**config.mk**
```make
export PLATFORM = sky130hd
export DESIGN_NAME = inst_trace_buffer_flat
export DESIGN_NICKNAME = d
export VERILOG_FILES = /design/src/rtl/inst_trace_buffer_if.sv /design/src/rtl/inst_trace_buffer.sv /design/src/flat_wrapper.sv
export SDC_FILE = /design/constraint.sdc
export NUM_CORES = 2
export LEC_CHECK = 0
export CAP_MARGIN = 20
export CORE_MARGIN = 2
export CORE_UTILIZATION = 30
export CTS_CLUSTER_SIZE = 14
export DETAILED_ROUTE_END_ITERATION = 12
export GPL_ROUTABILITY_DRIVEN = 1
export PLACE_DENSITY_LB_ADDON = 0.1
export RECOVER_POWER = 100
export SLEW_MARGIN = 20
export SYNTH_ARGS = -nofsm -noshare
export SYNTH_HDL_FRONTEND = slang
export SYNTH_SLANG_ARGS = --single-unit
export TNS_END_PERCENT = 30
```
**constraint.sdc**
```tcl
create_clock -name i_clk -period 8.2 [get_ports i_clk]
set_input_delay 1.64 -clock i_clk [delete_from_list [all_inputs] [get_ports i_clk]]
set_output_delay 1.64 -clock i_clk [all_outputs]
set_load 0.1 [all_outputs]
```
**src/rtl/inst_trace_buffer_if.sv**
```systemverilog
// Trace output stream: head-of-FIFO commit record with a valid/ready handshake.
interface inst_trace_buffer_if #(
    parameter int ADDR_W  = 32,
    parameter int INSTR_W = 32
);
    logic               valid;
    logic               ready;
    logic [ADDR_W-1:0]  pc;
    logic [INSTR_W-1:0] inst;
    logic [15:0]        seq;
    logic [31:0]        ts;

    modport master (
        output valid,
        output pc,
        output inst,
        output seq,
        output ts,
        input  ready
    );

    modport slave (
        input  valid,
        input  pc,
        input  inst,
        input  seq,
        input  ts,
        output ready
    );
endinterface

```
**src/rtl/inst_trace_buffer.sv**
```systemverilog
// Commit-stream trace buffer: captures (pc, inst) while running, tags with seq, FWFT FIFO out.
// Optional TRACE_TIMESTAMP_EN adds a free-running cycle counter sampled into each entry.
`ifndef ADDR_LEN
`define ADDR_LEN 32
`endif
`ifndef INSTR_LEN
`define INSTR_LEN 32
`endif

module inst_trace_buffer #(
    parameter int ADDR_W      = `ADDR_LEN,
    parameter int INSTR_W     = `INSTR_LEN,
    parameter int DEPTH       = 16,
    parameter int HALT_REPEAT = 4
) (
    input  logic                     i_clk,
    input  logic                     i_rst_n,
    input  logic [ADDR_W-1:0]        i_pc,
    input  logic [INSTR_W-1:0]       i_inst,
    input  logic                     i_start,
    input  logic                     i_clear,
    inst_trace_buffer_if.master      o_trace,
    output logic [$clog2(DEPTH):0]   o_count,
    output logic                     o_overflow,
    output logic [15:0]              o_drop_cnt,
    output logic                     o_running,
    output logic                     o_halted
);
    localparam int PW = $clog2(DEPTH);
    localparam int CW = $clog2(DEPTH) + 1;
    localparam int RW = $clog2(HALT_REPEAT) + 1;

    typedef enum logic [1:0] {
        S_IDLE   = 2'd0,
        S_RUN    = 2'd1,
        S_HALTED = 2'd2
    } state_t;

    state_t             r_state;
    state_t             w_state_next;

    logic [ADDR_W-1:0]  r_mem_pc   [DEPTH];
    logic [INSTR_W-1:0] r_mem_inst [DEPTH];
    logic [15:0]        r_mem_seq  [DEPTH];

    logic [PW-1:0]      r_wr_ptr;
    logic [PW-1:0]      r_rd_ptr;
    logic [CW-1:0]      r_count;
    logic [15:0]        r_seq;
    logic [RW-1:0]      r_rep_cnt;
    logic               r_have_prev;
    logic [ADDR_W-1:0]  r_prev_pc;
    logic               r_overflow;
    logic [15:0]        r_drop_cnt;
    logic [ADDR_W-1:0]  r_hold_pc;
    logic [INSTR_W-1:0] r_hold_inst;
    logic [15:0]        r_hold_seq;

    logic               w_capture;
    logic               w_empty;
    logic               w_full;
    logic               w_pop;
    logic               w_push;
    logic               w_drop;
    logic               w_halt_hit;
    logic [RW-1:0]      w_rep_next;

    assign w_empty    = (r_count == '0);
    assign w_full     = (r_count == CW'(DEPTH));
    // clear pre-empts every capture and pop on its edge
    assign w_capture  = (r_state == S_RUN) && !i_clear;
    assign w_pop      = !w_empty && o_trace.ready && !i_clear;
    assign w_push     = w_capture && (!w_full || w_pop);
    assign w_drop     = w_capture && w_full && !w_pop;
    assign w_rep_next = (r_have_prev && (i_pc == r_prev_pc)) ? (r_rep_cnt + RW'(1)) : '0;
    assign w_halt_hit = w_capture && (w_rep_next == RW'(HALT_REPEAT - 1));

    always_ff @(posedge i_clk or negedge i_rst_n) begin
        if (!i_rst_n) begin
            r_state <= S_IDLE;
        end else begin
            r_state <= w_state_next;
        end
    end

    always_comb begin
        w_state_next = r_state;
        case (r_state)
            S_IDLE:   if (i_start) w_state_next = S_RUN;
            S_RUN:    if (w_halt_hit) w_state_next = S_HALTED;
            S_HALTED: w_state_next = S_HALTED;
            default:  w_state_next = S_IDLE;
        endcase
        if (i_clear) begin
            w_state_next = S_IDLE;
        end
    end

    always_ff @(posedge i_clk or negedge i_rst_n) begin
        if (!i_rst_n) begin
            r_wr_ptr    <= '0;
            r_rd_ptr    <= '0;
            r_count     <= '0;
            r_seq       <= '0;
            r_rep_cnt   <= '0;
            r_have_prev <= 1'b0;
            r_prev_pc   <= '0;
            r_overflow  <= 1'b0;
            r_drop_cnt  <= '0;
            r_hold_pc   <= '0;
            r_hold_inst <= '0;
            r_hold_seq  <= '0;
        end else if (i_clear) begin
            r_wr_ptr    <= '0;
            r_rd_ptr    <= '0;
            r_count     <= '0;
            r_seq       <= '0;
            r_rep_cnt   <= '0;
            r_have_prev <= 1'b0;
            r_prev_pc   <= '0;
            r_overflow  <= 1'b0;
            r_drop_cnt  <= '0;
            r_hold_pc   <= '0;
            r_hold_inst <= '0;
            r_hold_seq  <= '0;
        end else begin
            if (w_push) begin
                r_wr_ptr <= r_wr_ptr + PW'(1);
            end
            // popped head is kept so the outputs hold their last value once empty
            if (w_pop) begin
                r_rd_ptr    <= r_rd_ptr + PW'(1);
                r_hold_pc   <= r_mem_pc[r_rd_ptr];
                r_hold_inst <= r_mem_inst[r_rd_ptr];
                r_hold_seq  <= r_mem_seq[r_rd_ptr];
            end
            case ({w_push, w_pop})
                2'b10:   r_count <= r_count + CW'(1);
                2'b01:   r_count <= r_count - CW'(1);
                default: r_count <= r_count;
            endcase
            if (w_drop) begin
                r_overflow <= 1'b1;
                if (r_drop_cnt != 16'hFFFF) begin
                    r_drop_cnt <= r_drop_cnt + 16'd1;
                end
            end
            if (w_capture) begin
                r_seq       <= r_seq + 16'd1;
                r_rep_cnt   <= w_rep_next;
                r_have_prev <= 1'b1;
                r_prev_pc   <= i_pc;
            end else if (r_state == S_IDLE) begin
                r_rep_cnt   <= '0;
                r_have_prev <= 1'b0;
            end
        end
    end

    always_ff @(posedge i_clk) begin
        if (w_push) begin
            r_mem_pc[r_wr_ptr]   <= i_pc;
            r_mem_inst[r_wr_ptr] <= i_inst;
            r_mem_seq[r_wr_ptr]  <= r_seq;
        end
    end

    assign o_trace.valid = !w_empty;
    assign o_trace.pc    = w_empty ? r_hold_pc   : r_mem_pc[r_rd_ptr];
    assign o_trace.inst  = w_empty ? r_hold_inst : r_mem_inst[r_rd_ptr];
    assign o_trace.seq   = w_empty ? r_hold_seq  : r_mem_seq[r_rd_ptr];

`ifdef TRACE_TIMESTAMP_EN
    logic [31:0] r_ts_cnt;
    logic [31:0] r_hold_ts;
    logic [31:0] r_mem_ts [DEPTH];

    always_ff @(posedge i_clk or negedge i_rst_n) begin
        if (!i_rst_n) begin
            r_ts_cnt  <= '0;
            r_hold_ts <= '0;
        end else if (i_clear) begin
            r_ts_cnt  <= '0;
            r_hold_ts <= '0;
        end else begin
            r_ts_cnt <= r_ts_cnt + 32'd1;
            if (w_pop) begin
                r_hold_ts <= r_mem_ts[r_rd_ptr];
            end
        end
    end

    always_ff @(posedge i_clk) begin
        if (w_push) begin
            r_mem_ts[r_wr_ptr] <= r_ts_cnt;
        end
    end

    assign o_trace.ts = w_empty ? r_hold_ts : r_mem_ts[r_rd_ptr];
`else
    assign o_trace.ts = '0;
`endif

    assign o_count    = r_count;
    assign o_overflow = r_overflow;
    assign o_drop_cnt = r_drop_cnt;
    assign o_running  = (r_state == S_RUN);
    assign o_halted   = (r_state == S_HALTED);

endmodule
```
**src/flat_wrapper.sv**
```systemverilog
// flat-port wrapper written by rule: the top's interface ports become plain ports
module inst_trace_buffer_flat 
#(
    parameter int ADDR_W      = `ADDR_LEN,
    parameter int INSTR_W     = `INSTR_LEN,
    parameter int DEPTH       = 16,
    parameter int HALT_REPEAT = 4
)
  (i_clk, i_rst_n, i_pc, i_inst, i_start, i_clear, o_count, o_overflow, o_drop_cnt, o_running, o_halted, o_trace_valid, o_trace_pc, o_trace_inst, o_trace_seq, o_trace_ts, o_trace_ready);
  inst_trace_buffer_if #(.ADDR_W(ADDR_W), .INSTR_W(INSTR_W)) o_trace_i ();
  input  logic i_clk;
  input  logic i_rst_n;
  input  logic [ADDR_W-1:0] i_pc;
  input  logic [INSTR_W-1:0] i_inst;
  input  logic i_start;
  input  logic i_clear;
  output logic [$clog2(DEPTH):0] o_count;
  output logic o_overflow;
  output logic [15:0] o_drop_cnt;
  output logic o_running;
  output logic o_halted;
  output wire logic [$bits(o_trace_i.valid)-1:0] o_trace_valid;
  output wire logic [$bits(o_trace_i.pc)-1:0] o_trace_pc;
  output wire logic [$bits(o_trace_i.inst)-1:0] o_trace_inst;
  output wire logic [$bits(o_trace_i.seq)-1:0] o_trace_seq;
  output wire logic [$bits(o_trace_i.ts)-1:0] o_trace_ts;
  input wire logic [$bits(o_trace_i.ready)-1:0] o_trace_ready;
  assign o_trace_valid = o_trace_i.valid;
  assign o_trace_pc = o_trace_i.pc;
  assign o_trace_inst = o_trace_i.inst;
  assign o_trace_seq = o_trace_i.seq;
  assign o_trace_ts = o_trace_i.ts;
  assign o_trace_i.ready = o_trace_ready;
  inst_trace_buffer #(.ADDR_W(ADDR_W), .INSTR_W(INSTR_W), .DEPTH(DEPTH), .HALT_REPEAT(HALT_REPEAT)) u_core (.i_clk(i_clk), .i_rst_n(i_rst_n), .i_pc(i_pc), .i_inst(i_inst), .i_start(i_start), .i_clear(i_clear), .o_trace(o_trace_i), .o_count(o_count), .o_overflow(o_overflow), .o_drop_cnt(o_drop_cnt), .o_running(o_running), .o_halted(o_halted));
endmodule
```
**Yosys cells after proc, flatten, opt, wreduce, memory -nomap -nowiden**

Memory sizes are Yosys's and may differ from the RTL's.
Index checks and enable logic that the tools add are counted.

- Flip-flop bits (word level): 164
- RAM bits: 1280
- Output and inout bits: 137
- ROM bits: 0
- Word-level logic and storage cells: 94
- Memories kept: 3
- Input port bits: 69
- Bits in latches: 0

- Order comparisons: 0
- $add $sub $neg: 7
- Muxes and demuxes: 37
- Multiply operators: 0
- Div/mod/pow operators: 0
- Bitwise operators: 0
- Reductions and logical operators: 24
- Shift-type cells: 0
- Equal/unequal tests: 10

Memory list:

| name | depth | width | rd ports | clocked after Yosys merged registers in | write ports | line | source |
|---|---|---|---|---|---|---|---|
| u_core.r_mem_inst | 16 | 32 | 1 | 0 | 1 | inst_trace_buffer.sv:43 | `logic [INSTR_W-1:0] r_mem_inst [DEPTH];` |
| u_core.r_mem_pc | 16 | 32 | 1 | 0 | 1 | inst_trace_buffer.sv:42 | `logic [ADDR_W-1:0] r_mem_pc [DEPTH];` |
| u_core.r_mem_seq | 16 | 16 | 1 | 0 | 1 | inst_trace_buffer.sv:44 | `logic [15:0] r_mem_seq [DEPTH];` |

Operator list:

| kind | number |
|---|---|
| $mux W32 | 8 |
| $mux W16 | 8 |
| $add A16 B1 Y16 const B | 2 |
| $eq A32 B32 Y1 | 1 |
| $mux W4 | 4 |
| $ne A16 B16 Y1 const B | 1 |
| $mux W3 | 4 |
| $pmux W5 S2 | 1 |
| $reduce_bool A2 Y1 | 5 |
| $add A4 B1 Y4 const B | 2 |
| $logic_and A1 B1 Y1 | 8 |
| $mux W1 | 7 |
| $mux W2 | 3 |
| $pmux W2 S3 | 1 |
| $reduce_bool A3 Y1 | 2 |
| $add A5 B1 Y5 const B | 1 |
| $eq A5 B5 Y1 const B | 1 |
| $logic_not A5 Y1 | 1 |
| $mux W5 | 1 |
| $sub A5 B1 Y5 const B | 1 |
| $eq A2 B1 Y1 const B | 2 |
| $eq A2 B2 Y1 const B | 2 |
| $logic_not A1 Y1 | 4 |
| $reduce_and A2 Y1 | 2 |
| 6 further kinds | 6 |

**Logic depth before layout (Yosys ltp)**

- Word-level depth: 9
- Mapped depth: 12
- Mapped depth without buffers: 11

**Worst setup path after synthesis**

OpenSTA, ideal clock, no wires.

- Path type: input-to-reg
- Start point: in o_trace_ready
- End point: mem u_core.r_mem_inst[4][0], enable pin
- Stages: 5
- Buffers on the path: 0
- Data required time: 7584 ps
- Setup slack: -197 ps
- Data arrival time: 7781 ps
- Path through: or2b_1 > o21ai_0 > nor2_1 > nand2_1 > nor3_1

- Cells in the longest elaborated chain, start to end: 6

Ends and longest elaborated chain:

| item | line | source |
|---|---|---|
| start, declared | flat_wrapper.sv:27 | `input wire logic [$bits(o_trace_i.ready)-1:0] o_trace_ready;` |
| $logic_and A1 B1 Y1 (2 in a row) | inst_trace_buffer.sv:72 | `assign w_pop = !w_empty && o_trace.ready && !i_clear;` |
| $logic_or A1 B1 Y1 | inst_trace_buffer.sv:73 | `assign w_push = w_capture && (!w_full \|\| w_pop);` |
| $logic_and A1 B1 Y1 | inst_trace_buffer.sv:73 |  |
| $mux W1 | inst_trace_buffer.sv:161 | `if (w_push) begin` |
| $mux W1 (implied by the code) | inst_trace_buffer.sv:163 | `r_mem_inst[r_wr_ptr] <= i_inst;` |
| end, declared | inst_trace_buffer.sv:43 |  |

Every way passes these cells.

**Worst setup path in the final report**

- Start point: reg u_core.r_rd_ptr[2]
- End point: out o_trace_pc[5]

- Cells in the longest elaborated chain, start to end: 2

Ends and longest elaborated chain:

| item | line | source |
|---|---|---|
| start, declared | inst_trace_buffer.sv:47 | `logic [PW-1:0] r_rd_ptr;` |
| start signal, assigned | inst_trace_buffer.sv:132 | `r_rd_ptr <= r_rd_ptr + PW'(1);` |
| $mem_v2 Z16 W32 | n/a |  |
| $mux W32 | inst_trace_buffer.sv:169 | `assign o_trace.pc = w_empty ? r_hold_pc : r_mem_pc[r_rd_ptr];` |
| end, declared | flat_wrapper.sv:23 | `output wire logic [$bits(o_trace_i.pc)-1:0] o_trace_pc;` |

Every way passes these cells.

==> flow_metrics.env <==
export IMPL_synthCells=3231
export IMPL_async_reset_ff_frac=0.114
export IMPL_crit_type="reg2out"
export IMPL_initial_core_util=0.301
export IMPL_grt_pass1_wl_um=238000
export IMPL_skew_ns=0.0295
export IMPL_worst_pin_slew_ns=4.84
export IMPL_cp_top_family="buffers and inverters"
export IMPL_final_util=0.353
export IMPL_critical_path_required_ns=6.56
export IMPL_clock_sink_count=1444
export IMPL_relSlewSlack=-2.23
export IMPL_yosys_warnings=0
export IMPL_totalPowerFinal_uw=23700
export IMPL_yosysMostFrequentCell="edfxtp_1"
export IMPL_firstDrtPassIters=5
export IMPL_yosysUniqueCellTypes=48
export IMPL_worst_setup_path_start_kind="flip-flop"
export IMPL_htreeDepth=4
export IMPL_outcome="complete, but fails checks"
export IMPL_slowest_delay_ns=1.31
export IMPL_nets=3536
export IMPL_wire_per_inst_um=27.4
export IMPL_power_density_nw_per_um2=355
export IMPL_synth_area_per_cell_sq_um=17.7
export IMPL_crit_top_cell="o21ai_0"
export IMPL_die_h_um=440
export IMPL_numCtsBuffers=164
export IMPL_setup_violations_final=0
export IMPL_worstReg2RegEnd="u_core.r_rd_ptr[3]$_DFFE_PN0P_"
export IMPL_cp_depth=6
export IMPL_failed_checks="max-capacitance violations, max-slew violations"
export IMPL_cts_repair_resized=0
export IMPL_ant_nets=0
export IMPL_leakage_uw=0.0213
export IMPL_placed_cell_area_sq_um=61900
export IMPL_hold_violations=0
export IMPL_ios=206
export IMPL_yosys_area_top_type="edfxtp_1"
export IMPL_worstHoldStart="u_core.o_overflow$_DFFE_PN0P_"
export IMPL_cp_slowest_cell="dlygate4sd3_1"
export IMPL_fmax_mhz=139
export IMPL_r2r_start="u_core.o_count[2]$_DFFE_PN0P_"
export IMPL_hp_class="reg2reg"
export IMPL_fin_crit_sh=0.875
export IMPL_grt_pass1_vias=31800
export IMPL_setup_ws_ns=1.02
export IMPL_path_clk_slew_ns=0.06
export IMPL_area_delta_synth_final_pct=17.2
export IMPL_drc=0
export IMPL_cp_num_buf_inv=1
export IMPL_routed_wl_um=168000
export IMPL_end_kind="output port"
export IMPL_cp_startpoint="u_core.r_rd_ptr[2]$_DFFE_PN0P_"
export IMPL_die_w_um=440
export IMPL_cp_max_fo=80
export IMPL_crit_chain="nand2_4 > o21ai_0 > a21oi_1 > o21ai_0 > a31oi_1 > dlygate4sd3_1"
export IMPL_synth_area_sq_um=57100
export IMPL_antenna_found_initial=25
export IMPL_post_cts_setup_buffer_count=0
export IMPL_ys_ff_latch=1444
export IMPL_synth_edf_count=1280
export IMPL_grt_setup_unrepaired="no"
export IMPL_place_congestion=0.745
export IMPL_cp_arrival_ns=5.54
export IMPL_fp_row_count=160
export IMPL_timing_hold_ws_ns=0.528
export IMPL_cts_root_buf="clkbuf_16"
export IMPL_synth_ff_type="edfxtp_1"
export IMPL_fin_area_sq_um=66900
export IMPL_io_buffers=173
export IMPL_cap_violations=39
export IMPL_slew_violations=1183
export IMPL_synth_top_area_share=0.673
export IMPL_via_per_inst=5.04
export IMPL_dieArea_sq_um=194000
export IMPL_grt_max_degree=118
export IMPL_synthTopCellsByCount="edfxtp_1 (1280), mux2i_1 (279), nor2_1 (246)"
export IMPL_cts_hold_buffers=0
export IMPL_cts_buffer_depth=3
export IMPL_dp_hpwl_um=87300
export IMPL_layout_drive_gt1_share=0.147
export IMPL_ir_drop_v=0.000297
export IMPL_nFillCells=17700
export IMPL_grt_usage=0.172
export IMPL_netlist_top_cells_area="edfxtp_1 (67%), dfrtp_1 (7.2%), mux4_2 (6.3%), mux2i_1 (4.9%), nor2_1 (1.6%)"
export IMPL_worstSetupEndpoint="o_trace_pc[5]"
export IMPL_core_area_sq_um=190000
export IMPL_min_period_ns=7.18
export IMPL_r2r_cells=8
export IMPL_cts_tree="done"
export IMPL_vias=30800
export IMPL_gr_total_overflow=0
export IMPL_drt_initial_drc_count=2200
export IMPL_seq_area_frac_synth=0.745
export IMPL_clock_latency_ns=0.81
export IMPL_r2r_slack_ns=1.83
export IMPL_preCtsSetupSlack_ns=2.20
-- worst reg2reg max path: stages (launching register included) --
cell and delay, ns:
dfrtp_1 0.48, or4_4 0.23, nor2_1 0.09, nor2b_1 0.18, clkbuf_1 3.39, clkbuf_2 1.38
nand3_1 0.21, xor2_1 0.19, nor2_1 0.14
-- final cells by class --
| cell class | count | area [sq um] | area share |
|---|---|---|---|
| sequential | 1444 | 42600 | 0.636 |
| multi-input combinational | 1573 | 13600 | 0.204 |
| clock buffer | 226 | 4460 | 0.0666 |
| tap | 2511 | 3140 | 0.0470 |
| timing repair buffer | 251 | 2250 | 0.0336 |
| clock inverter | 81 | 783 | 0.0117 |
| inverter | 19 | 76.3 | 0.00114 |
| antenna | 7 | 17.5 | 0.000262 |
-- per-layer routing --
layer  track usage  vias up  share of wire  wire (um)
met5             0        -        0.00031         52
met4        0.0486        8          0.026       4290
met3        0.0276      264          0.038       6350
met2         0.301      684           0.51      85300
met1         0.220    16400           0.43      71600
li1              -    13400              -          -
-- state kept, by name, summed over array words and instances, names as in the netlist --
name,flops
u_core.r_hold_inst,32
u_core.o_drop_cnt,16
u_core.r_prev_pc,32
u_core.r_rd_ptr,4
u_core.o_overflow,1
u_core.r_have_prev,1
u_core.o_count,5
u_core.r_state,2
u_core.r_rep_cnt,3
u_core.r_mem_pc,512
u_core.r_hold_pc,32
u_core.r_seq,16
u_core.r_hold_seq,16
u_core.r_mem_seq,256
u_core.r_wr_ptr,4
u_core.r_mem_inst,512
-- cell families (layout without fill, tap and decap cells) --
logic type | Yosys count | count (layout) | share of synthesized area
simple gates | 350 | 350 | 0.0264
other cells | 1 | 39 | 0.0000657
mux | 519 | 519 | 0.128
xor+xnor | 65 | 65 | 0.00997
buf+inv | 245 | 577 | 0.0189
compound gates | 593 | 593 | 0.0686
flops | 1444 | 1444 | 0.745
fa+ha+maj | 14 | 14 | 0.00307
-- stage by stage --
step                std cells  TNS [ns]
CTS                      6105         0
global route             6109         0
finish                   6112         0
floorplan                3262    -63.07
global placement         5798         0
detailed placement       5798         0
-- report_power, final --
part | internal, uW | switching, uW | leakage (uW)
Sequential | 8340 | 219 | 0.0138
Clock | 4140 | 3000 | 0.00256
Combinational | 1890 | 6160 | 0.00496
-- worst min-delay path by stage --
stage / cells past startpoint / endpoint / slack [ns]
final: 1 / u_core.o_overflow$_DFFE_PN0P_ / 0.53
after global routing: 2 / u_core.r_prev_pc[17]$_DFFE_PN0P_ / 0.56
after floorplan: 2 / u_core.r_prev_pc[5]$_DFFE_PN0P_ / 0.49
after global placement: 1 / u_core.o_overflow$_DFFE_PN0P_ / 0.50
after detailed placement: 1 / u_core.o_overflow$_DFFE_PN0P_ / 0.50
after CTS: 1 / u_core.o_overflow$_DFFE_PN0P_ / 0.53
-- layout by cell type (no fill, tap or decap), types with 13 or more instances in the layout --
master / synthesis / final
mux2i_1: 279 / 279
edfxtp_1: 1280 / 1280
xor2_1: 51 / 51
a31oi_1: 81 / 81
clkinv_1: 0 / 31
conb_1: 1 / 32
clkbuf_16: 0 / 164
a311oi_1: 80 / 80
nand2_1: 26 / 25
clkbuf_1: 142 / 92
dlygate4sd3_1: 0 / 161
a22oi_1: 83 / 83
a221oi_1: 80 / 80
ha_1: 14 / 13
xnor2_1: 14 / 14
nand3_1: 15 / 15
buf_4: 33 / 19
clkbuf_2: 0 / 13
dfrtp_1: 164 / 160
inv_1: 18 / 18
a21oi_1: 88 / 88
nor2_1: 246 / 245
clkinv_2: 0 / 23
mux2_2: 80 / 80
o21ai_0: 170 / 170
mux4_2: 160 / 160
(Power assumes the default switching activity.)
